===== src/rtl/horner_pkg.sv =====
// Shared definitions for the Horner evaluator control unit.
package horner_pkg;

  localparam int unsigned StateW = 3;

  typedef enum logic [StateW-1:0] {
    StIdle = 3'd0,
    StInit = 3'd1,
    StMul  = 3'd2,
    StAdd  = 3'd3,
    StLd   = 3'd4,
    StDone = 3'd5
  } state_e;

endpackage


===== src/rtl/down_counter.sv =====
// Loadable down counter that saturates at zero instead of wrapping.
module down_counter #(
  parameter int unsigned W = 3
) (
  input  logic         clk,
  input  logic         rst,
  input  logic         ld,
  input  logic [W-1:0] ldVal,
  input  logic         dec,
  output logic [W-1:0] cnt,
  output logic         zero
);

  logic [W-1:0] cnt_q, cnt_d;

  // Load wins over decrement; decrement is blocked at zero.
  always_comb begin
    cnt_d = cnt_q;
    if (ld) begin
      cnt_d = ldVal;
    end else if (dec && (cnt_q != '0)) begin
      cnt_d = cnt_q - 1'b1;
    end
  end

  // Counter register.
  always_ff @(posedge clk or negedge rst) begin
    if (!rst) begin
      cnt_q <= '0;
    end else begin
      cnt_q <= cnt_d;
    end
  end

  assign cnt  = cnt_q;
  assign zero = (cnt_q == '0);

endmodule


===== src/rtl/horner_cu.sv =====
// Control unit for the iterative Horner polynomial evaluator: sequences the shared
// X/Tmp datapath through INIT, then (MUL x MUL_LAT, ADD, LD) per remaining coefficient.
module horner_cu
  import horner_pkg::*;
#(
  parameter int unsigned N_TERMS = 4,
  parameter int unsigned CNT_W   = 3,
  parameter int unsigned MUL_LAT = 1
) (
  input  logic             clk,
  input  logic             rst,
  input  logic             start,
  input  logic             abort,
  input  logic             out_ready,
  output logic             busy,
  output logic             ldX,
  output logic             selTmp,
  output logic             ldTmp,
  output logic             mulEn,
  output logic             addEn,
  output logic [CNT_W-1:0] coefAddr,
  output logic             outValid
);

  localparam int unsigned WcntW = $clog2(MUL_LAT) + 1;

  // First iteration addresses coefficient N_TERMS-2; unused when there is a single term.
  localparam logic [CNT_W-1:0] ItStart    = (N_TERMS >= 2) ? CNT_W'(N_TERMS - 2) : '0;
  localparam logic [CNT_W-1:0] AddrTop    = CNT_W'(N_TERMS - 1);
  localparam logic [WcntW-1:0] WaitStart  = WcntW'(MUL_LAT - 1);
  localparam bit               SingleTerm = (N_TERMS == 1);

  state_e state_q, state_d;

  logic             it_ld, it_dec, it_zero;
  logic [CNT_W-1:0] it_cnt;
  logic             w_ld, w_dec, w_zero;
  logic [WcntW-1:0] w_cnt;

  down_counter #(
    .W(CNT_W)
  ) u_it_cnt (
    .clk  (clk),
    .rst  (rst),
    .ld   (it_ld),
    .ldVal(ItStart),
    .dec  (it_dec),
    .cnt  (it_cnt),
    .zero (it_zero)
  );

  down_counter #(
    .W(WcntW)
  ) u_w_cnt (
    .clk  (clk),
    .rst  (rst),
    .ld   (w_ld),
    .ldVal(WaitStart),
    .dec  (w_dec),
    .cnt  (w_cnt),
    .zero (w_zero)
  );

  // Next-state and counter control; abort overrides everything outside IDLE.
  always_comb begin
    state_d = state_q;
    it_ld   = 1'b0;
    it_dec  = 1'b0;
    w_ld    = 1'b0;
    w_dec   = 1'b0;
    unique case (state_q)
      StIdle: begin
        if (start) state_d = StInit;
      end
      StInit: begin
        it_ld = 1'b1;
        if (SingleTerm) begin
          state_d = StDone;
        end else begin
          w_ld    = 1'b1;
          state_d = StMul;
        end
      end
      StMul: begin
        if (w_zero) begin
          state_d = StAdd;
        end else begin
          w_dec = 1'b1;
        end
      end
      StAdd: begin
        state_d = StLd;
      end
      StLd: begin
        if (it_zero) begin
          state_d = StDone;
        end else begin
          it_dec  = 1'b1;
          w_ld    = 1'b1;
          state_d = StMul;
        end
      end
      StDone: begin
        if (out_ready) state_d = StIdle;
      end
      default: begin
        state_d = StIdle;
      end
    endcase
    if (abort && (state_q != StIdle)) begin
      state_d = StIdle;
      it_ld   = 1'b0;
      it_dec  = 1'b0;
      w_ld    = 1'b0;
      w_dec   = 1'b0;
    end
  end

  // Moore output decode from the current state and iteration counter.
  always_comb begin
    busy     = 1'b0;
    ldX      = 1'b0;
    selTmp   = 1'b0;
    ldTmp    = 1'b0;
    mulEn    = 1'b0;
    addEn    = 1'b0;
    coefAddr = '0;
    outValid = 1'b0;
    unique case (state_q)
      StIdle: begin
      end
      StInit: begin
        busy     = 1'b1;
        ldX      = 1'b1;
        selTmp   = 1'b1;
        ldTmp    = 1'b1;
        coefAddr = AddrTop;
      end
      StMul: begin
        busy     = 1'b1;
        mulEn    = 1'b1;
        coefAddr = it_cnt;
      end
      StAdd: begin
        busy     = 1'b1;
        addEn    = 1'b1;
        coefAddr = it_cnt;
      end
      StLd: begin
        busy     = 1'b1;
        ldTmp    = 1'b1;
        coefAddr = it_cnt;
      end
      StDone: begin
        busy     = 1'b1;
        outValid = 1'b1;
      end
      default: begin
      end
    endcase
  end

  // State register.
  always_ff @(posedge clk or negedge rst) begin
    if (!rst) begin
      state_q <= StIdle;
    end else begin
      state_q <= state_d;
    end
  end

endmodule


===== config.mk =====
export PLATFORM = sky130hd
export DESIGN_NAME = horner_cu
export DESIGN_NICKNAME = d
export VERILOG_FILES = /design/src/rtl/horner_pkg.sv /design/src/rtl/down_counter.sv /design/src/rtl/horner_cu.sv
export SDC_FILE = /design/constraint.sdc
export NUM_CORES = 1
export LEC_CHECK = 0
export CAP_MARGIN = 25
export CORE_AREA = 2 2 39 41
export DETAILED_ROUTE_END_ITERATION = 10
export DIE_AREA = 0 0 41 43
export PLACE_DENSITY = 0.69
export SETUP_SLACK_MARGIN = 0.1
export SYNTH_ARGS = -nofsm -noshare
export SYNTH_HDL_FRONTEND = slang
export SYNTH_SLANG_ARGS = --single-unit

===== constraint.sdc =====
create_clock -name clk -period 1.85 [get_ports clk]
set_clock_uncertainty 0.05 [all_clocks]
set_input_delay 0.185 -clock clk [delete_from_list [all_inputs] [get_ports clk]]
set_output_delay 0.185 -clock clk [all_outputs]
set_load 0.01 [all_outputs]

==> summary.md, run 1 <==
| Metric | Value |
|---|---|
| Top post-synthesis cells by area | `dfrtp_1, nand2b_1, a21oi_1, ha_1, buf_4` |
| Num Clock Sinks | `7` |
| Register bit total from synthesis | `7` |
| Synth unique cells | `32` |
| CTS Buf Count | `3` |
| Num rows | `14` |
| Lkg Pwr | `0.000383 µW` |
| Slew headroom | `75.7%` |
| Post-Syn Area | `528 µm²` |
| Final worst path period need | `1660 ps` |
| HP Class | `in -> async` |
| Combinational power share | `64.3%` |
| Vias in the first global route | `437` |
| Layout fillers | `131` |
| Ports | `15` |
| Final Hold Fails | `0` |
| Placed instance area | `686 µm²` |
| Slew Viols, Final | `0` |
| Worst vdd ir | `0.000450 V` |
| Register area share after synthesis | `33.2%` |
| Routed wire length | `1.16 mm` |
| Core area | `0.00138 mm²` |
| Worst Tran Pin Value | `364 ps` |
| CP Launch Type | `flop` |
| Count leader, synth | `dfrtp_1` |
| Clock group share of total power | `12.7%` |
| CTS tree | `yes` |
| Root Buffer | `clkbuf_4` |
| Syn_nets | `68` |
| Gr usage total | `15.7%` |
| Final instance area | `729 µm²` |
| Vias | `527` |
| Worst-Skew Late Latency | `250 ps` |
| Cells after Synth | `61` |
| WL/cell | `11.9 µm` |
| MaxCap Viol Count | `0` |
| Final Setup Violations | `0` |
| P_sw | `453 µW` |
| Yosys top cell by area | `dfrtp_1` |
| Synth-to-Final Area Change | `38.2%` |
| Mean number of vias per cell | `5.43` |
| Pwr/cell area | `1500 mW/mm²` |
| Crit Path Max Fanout | `4` |
| Clock-pin slew on the worst setup and hold paths | `50 ps` |
| Antenna violations before repair | `0` |
| Synth Area per Inst | `8.66 µm²` |
| Chip width | `41 µm` |
| Post-synth top cells | `dfrtp_1, a21oi_1, nand2b_1` |
| DRT iter0 DRCs | `9` |
| Critical path class | `reg -> out` |
| Overflow after GRT | `0` |
| Clock Path Buffers | `2` |
| Setup total negative slack | `0 ps` |
| Hold-fix buffers, CTS | `0` |
| Main synth FF type | `dfrtp_1` |
| Drt drc | `0` |
| Int Pwr | `642 µW` |
| H-tree Lvls | `1` |
| Post-synth EDFFs | `0` |
| Die ar. | `0.00176 mm²` |
| Status | `finished clean` |
| Unrepaired setup endpoints after global routing | `no` |
| Share of the synthesized area in the top cell type | `33.2%` |
| Pre-antenna DRT Iters | `4` |
| Final HPWL DP | `838 µm` |
| Crit end category | `primary output` |
| Routed Antenna Nets | `0` |
| WP data required | `1620 ps` |
| Placer Congestion | `0.809` |
| Global-route wire length before repair | `1.84 mm` |
| Port-buffer cells | `14` |
| Ant diodes | `0` |
| Starting density of the core | `38.2%` |
| Critical path arrival | `1420 ps` |
| Net Sw Frac | `41.4%` |
| F_max | `604 MHz` |
| Layout cell share with drive strength beyond 1 | `19.8%` |
| NumNets Final | `89` |
| Die height | `43 µm` |
| Flop pwr share | `23.0%` |
| Crit share post-route | `89.5%` |
| Yosys synthesis warning count | `0` |
| Largest net degree at the start of global routing | `17` |
| Post-synth ARST share | `100%` |
==> power by group through the flow <==
stage / sequential, µW / clock [µW] / combinational, µW
after global placement: 256 / 0 / 722
after floorplan: 245 / 0 / 472
final: 252 / 139 / 705
after CTS: 251 / 145 / 704
after global routing: 261 / 159 / 786
after detailed placement: 257 / 0 / 731
==> metal layers <==
layer / GRT usage (%) / vias up / routed length [µm]
met4: 8.00 / 0 / 16
met3: 4.71 / 2 / 58
met2: 25.3 / 16 / 565
met5: 0 / - / 0
li1: - / 262 / -
met1: 17.5 / 247 / 518
==> flip-flops by register name (all words and copies together), names as in the netlist <==
register	count
u_it_cnt.cnt	3
u_w_cnt.cnt	1
state_q	3
==> final timing paths <==
kind / from / to / slack (ps) / cells after the start
min reg2reg: u_it_cnt.cnt[0] / u_it_cnt.cnt[0] / 460 / 1
max: state_q[1] / coefAddr[2] / 190 / 4
max in group asynchronous: rst / u_it_cnt.cnt[1] / 1340 / 1
max reg2reg: state_q[1] / u_w_cnt.cnt / 380 / 5
min in group clk: u_it_cnt.cnt[0] / u_it_cnt.cnt[0] / 460 / 1
min: rst / state_q[1] / 160 / 1
==> repair_timing <==
item | 4_1_cts | 5_1_grt
endpoints found under the setup margin | 10 | 4
hold endpoints to repair | 0 | 0
gates resized for setup | 12 | 6
buffers inserted | 2 | 1
==> placed cells by master, fill, tap and decap left out, types with 2 or more instances in the layout <==
master,Yosys,routed
dfrtp_1,7,7
a21oi_1,6,6
dlygate4sd2_1,0,6
nand2b_1,5,5
buf_4,3,5
inv_1,4,4
clkdlybuf4s50_1,0,4
nor2_1,4,3
clkbuf_4,0,3
nor3_1,2,2
a21o_1,2,2
nand2_1,2,2
a31oi_1,2,2
ha_1,2,2
clkbuf_2,0,2
buf_6,0,2
==> per-stage QoR <==
| step | setup WS [ps] | power (µW) | util [%] | hold WS, ps | instances |
|---|---|---|---|---|---|
| 2_1_floorplan | 508 | 717 | - | -161 | 61 |
| 3_3_place_gp | 241 | 979 | 49.5 | 431 | 90 |
| 3_5_place_dp | 199 | 988 | 49.5 | 428 | 90 |
| 4_1_cts | 108 | 1100 | 52.4 | 161 | 96 |
| 5_1_grt | 108 | 1210 | 52.7 | 166 | 97 |
| 6_report | 194 | 1100 | 52.7 | 158 | 97 |
==> cell families (layout without fill, tap and decap cells) <==
logic type,Yosys count,in the layout,share of synthesized area (%)
AOI/OAI and AO/OA,19,19,25.4
xor gates and xnor gates,1,1,1.66
adders and majority gates,2,2,4.74
buffers and inverters,9,29,9.00
DFF,7,7,33.2
muxes,1,1,2.13
and+or+nand+nor,22,22,23.9
==> critical path: stages (launching register included) <==
cell	delay (ps)
dfrtp_1	370
buf_4	150
mux2_2	270
and2_1	160
clkdlybuf4s15_1	220
==> layout make-up <==
type	count	area [µm²]	share of cell area (%)
multi-input combinational	45	308	42.2
inverter	4	15.0	2.06
tap	16	20.0	2.74
sequential	7	175	24.0
clock buffer	4	26.3	3.60
timing repair buffer	21	185	25.4
No activity file was read; power rests on OpenSTA's default activity.
==> run 2, diff against run 1 <==
PLACE_DENSITY = 0.77   (was 0.69)
REMOVE_ABC_BUFFERS = 1   (was not set)
SETUP_SLACK_MARGIN = not set   (was 0.1)
==> summary.md, run 2 (synthesis gave the netlist of run 1 again) <==
| Metric | Value |
|---|---|
| HP Class | `in -> async (unchanged)` |
| Most common cell after layout, fill and taps aside | `clkdlybuf4s50_1 (was dfrtp_1)` |
| Clock-pin slew on the worst setup and hold paths | `60 ps (was 50 ps)` |
| Die height | `43 µm (unchanged)` |
| Num Clock Sinks | `7 (unchanged)` |
| Worst Tran Pin Value | `364 ps (about the same)` |
| Synth-to-Final Area Change | `38.9% (was 38.2%)` |
| Unrepaired setup endpoints after global routing | `yes (was no)` |
| Final HPWL DP | `829 µm (was 838 µm)` |
| Worst-Skew Late Latency | `260 ps (was 250 ps)` |
| Crit share post-route | `97.4% (was 89.5%)` |
| Final Hold Fails | `0 (unchanged)` |
| CP Launch Type | `flop (unchanged)` |
| Drt drc | `0 (unchanged)` |
| Final worst path period need | `1800 ps (was 1660 ps)` |
| Gr usage total | `14.7% (was 15.7%)` |
| Crit Path Max Fanout | `4 (unchanged)` |
| Vias | `517 (was 527)` |
| Starting density of the core | `38.2% (unchanged)` |
| Vias in the first global route | `458 (was 437)` |
| Crit. Startpoint | `state_q[2] (was state_q[1])` |
| NumNets Final | `87 (was 89)` |
| H-tree Lvls | `1 (unchanged)` |
| DRT iter0 DRCs | `15 (was 9)` |
| Num rows | `14 (unchanged)` |
| Worst r2r src | `state_q[1] (unchanged)` |
| Slew headroom | `75.6% (was 75.7%)` |
| Clock Path Buffers | `2 (unchanged)` |
| Root Buffer | `clkbuf_4 (unchanged)` |
| Tot Pwr | `1120 µW (was 1100 µW)` |
| Layout fillers | `130 (was 131)` |
| Critical path class | `reg -> out (unchanged)` |
| Final instance area | `733 µm² (was 729 µm²)` |
| CTS tree | `yes (unchanged)` |
| Routed wire length | `1.17 mm (was 1.16 mm)` |
| Ant diodes | `0 (unchanged)` |
| CP Cell Sequence | `nand2b_1 -> a21oi_1 -> clkdlybuf4s50_1 (was buf_4 -> mux2_2 -> and2_1 -> clkdlybuf4s15_1)` |
| Final Setup Violations | `0 (unchanged)` |
| Most frequent cells in the layout | `clkdlybuf4s50_1, a21oi_1, dfrtp_1 (was dfrtp_1, a21oi_1, dlygate4sd2_1)` |
| Core area | `0.00138 mm² (unchanged)` |
| Die ar. | `0.00176 mm² (unchanged)` |
| WL/cell | `12.3 µm (was 11.9 µm)` |
| Chip width | `41 µm (unchanged)` |
| Mean number of vias per cell | `5.44 (was 5.43)` |
| Global-route wire length before repair | `1.77 mm (was 1.84 mm)` |
| Port-buffer cells | `14 (unchanged)` |
| Ports | `15 (unchanged)` |
| Placed instance area | `678 µm² (was 686 µm²)` |
| Buffers & Inverters on Critical Path | `1 (was 2)` |
| Core Util, Final | `53.0% (was 52.7%)` |
| Lkg Pwr | `0.000396 µW (was 0.000383 µW)` |
| CTS Buf Count | `3 (unchanged)` |
| Worst vdd ir | `0.000510 V (was 0.000450 V)` |
| F_max | `555 MHz (was 604 MHz)` |
| Setup total negative slack | `0 ps (unchanged)` |
| MaxCap Viol Count | `0 (unchanged)` |
| Placer Congestion | `0.740 (was 0.809)` |
| WP data required | `1620 ps (about the same)` |
| CP max-delay cell | `clkdlybuf4s50_1 (was dfrtp_1)` |
| Crit end category | `primary output (unchanged)` |
| Crit path max-delay family | `buffers and inverters (was flip-flops)` |
| Slew Viols, Final | `0 (unchanged)` |
| Overflow after GRT | `0 (unchanged)` |
| Layout cell share with drive strength beyond 1 | `16.5% (was 19.8%)` |
| Fin Hold WS | `138 ps (was 158 ps)` |
| Antenna violations before repair | `0 (unchanged)` |
| Pre-antenna DRT Iters | `7 (was 4)` |
| Routed Antenna Nets | `0 (unchanged)` |
| Status | `finished clean (unchanged)` |
| Delay of the slowest cell on the worst path | `540 ps (was 370 ps)` |
| Pwr/cell area | `1530 mW/mm² (was 1500 mW/mm²)` |
| Largest net degree at the start of global routing | `16 (was 17)` |
| Critical path arrival | `1570 ps (was 1420 ps)` |
## run 2: changes by cell type in the layout (fill, tap and decap cells not counted), sizes merged
cell / before / now
clkbuf: 6 / 4
dlygate4sd2: 6 / 3
buf: 7 / 5
clkdlybuf4s50: 4 / 7
dlymetal6s2s: 1 / 4
clkdlybuf4s15: 1 / 0
## run 2: cell type report
cell class | count | area, µm² | share of cell area, %
inverters | 4 | 15.0 | 2.05
clock buffers | 4 | 26.3 | 3.58
well taps | 16 | 20.0 | 2.73
repair buffers | 19 | 188 | 25.6
multi-input cells | 45 | 308 | 42.0
flip-flops and latches | 7 | 176 | 24.1
## run 2: what timing repair did
action,CTS,global route
hold buffers,0,0
buffers inserted,2,0
gates resized for setup,5,5
pin swaps,0,0
setup endpoints to repair,5,6
gates cloned,0,0
## run 2: path summary, 6_finish.rpt
kind / end / slack, ps / cells after the start
min in group clk: u_it_cnt.cnt[0] / 460 / 1
worst min register to register: u_it_cnt.cnt[0] / 460 / 1
worst max register to register: u_w_cnt.cnt / 340 / 5
worst max-delay path: ldTmp / 50 / 3
max in group asynchronous: state_q[1] / 1340 / 1
worst min-delay path: u_it_cnt.cnt[1] / 140 / 1
## run 2: metal layers
layer  GRT usage, %  vias up  wire (µm)
li1               -      255          -
met1           15.8      236        492
met2           25.0       23        572
met3           3.14        3         80
met4           7.33        0         19
met5              0        -          0
## run 2: through the flow
step	instances	setup slack (ps)
after floorplan	56	347
final	95	48.1
after CTS	95	14.7
after global placement	89	178
after detailed placement	89	181
after global routing	95	-21.4
## run 2: power breakdown
group	total [µW]	switching, µW	internal (µW)	leakage, µW
combinational	718	347	371	0.000293
clock	145	61.9	82.6	0.0000150
sequential	258	49.9	208	0.0000884
total	1120	459	661	0.000396
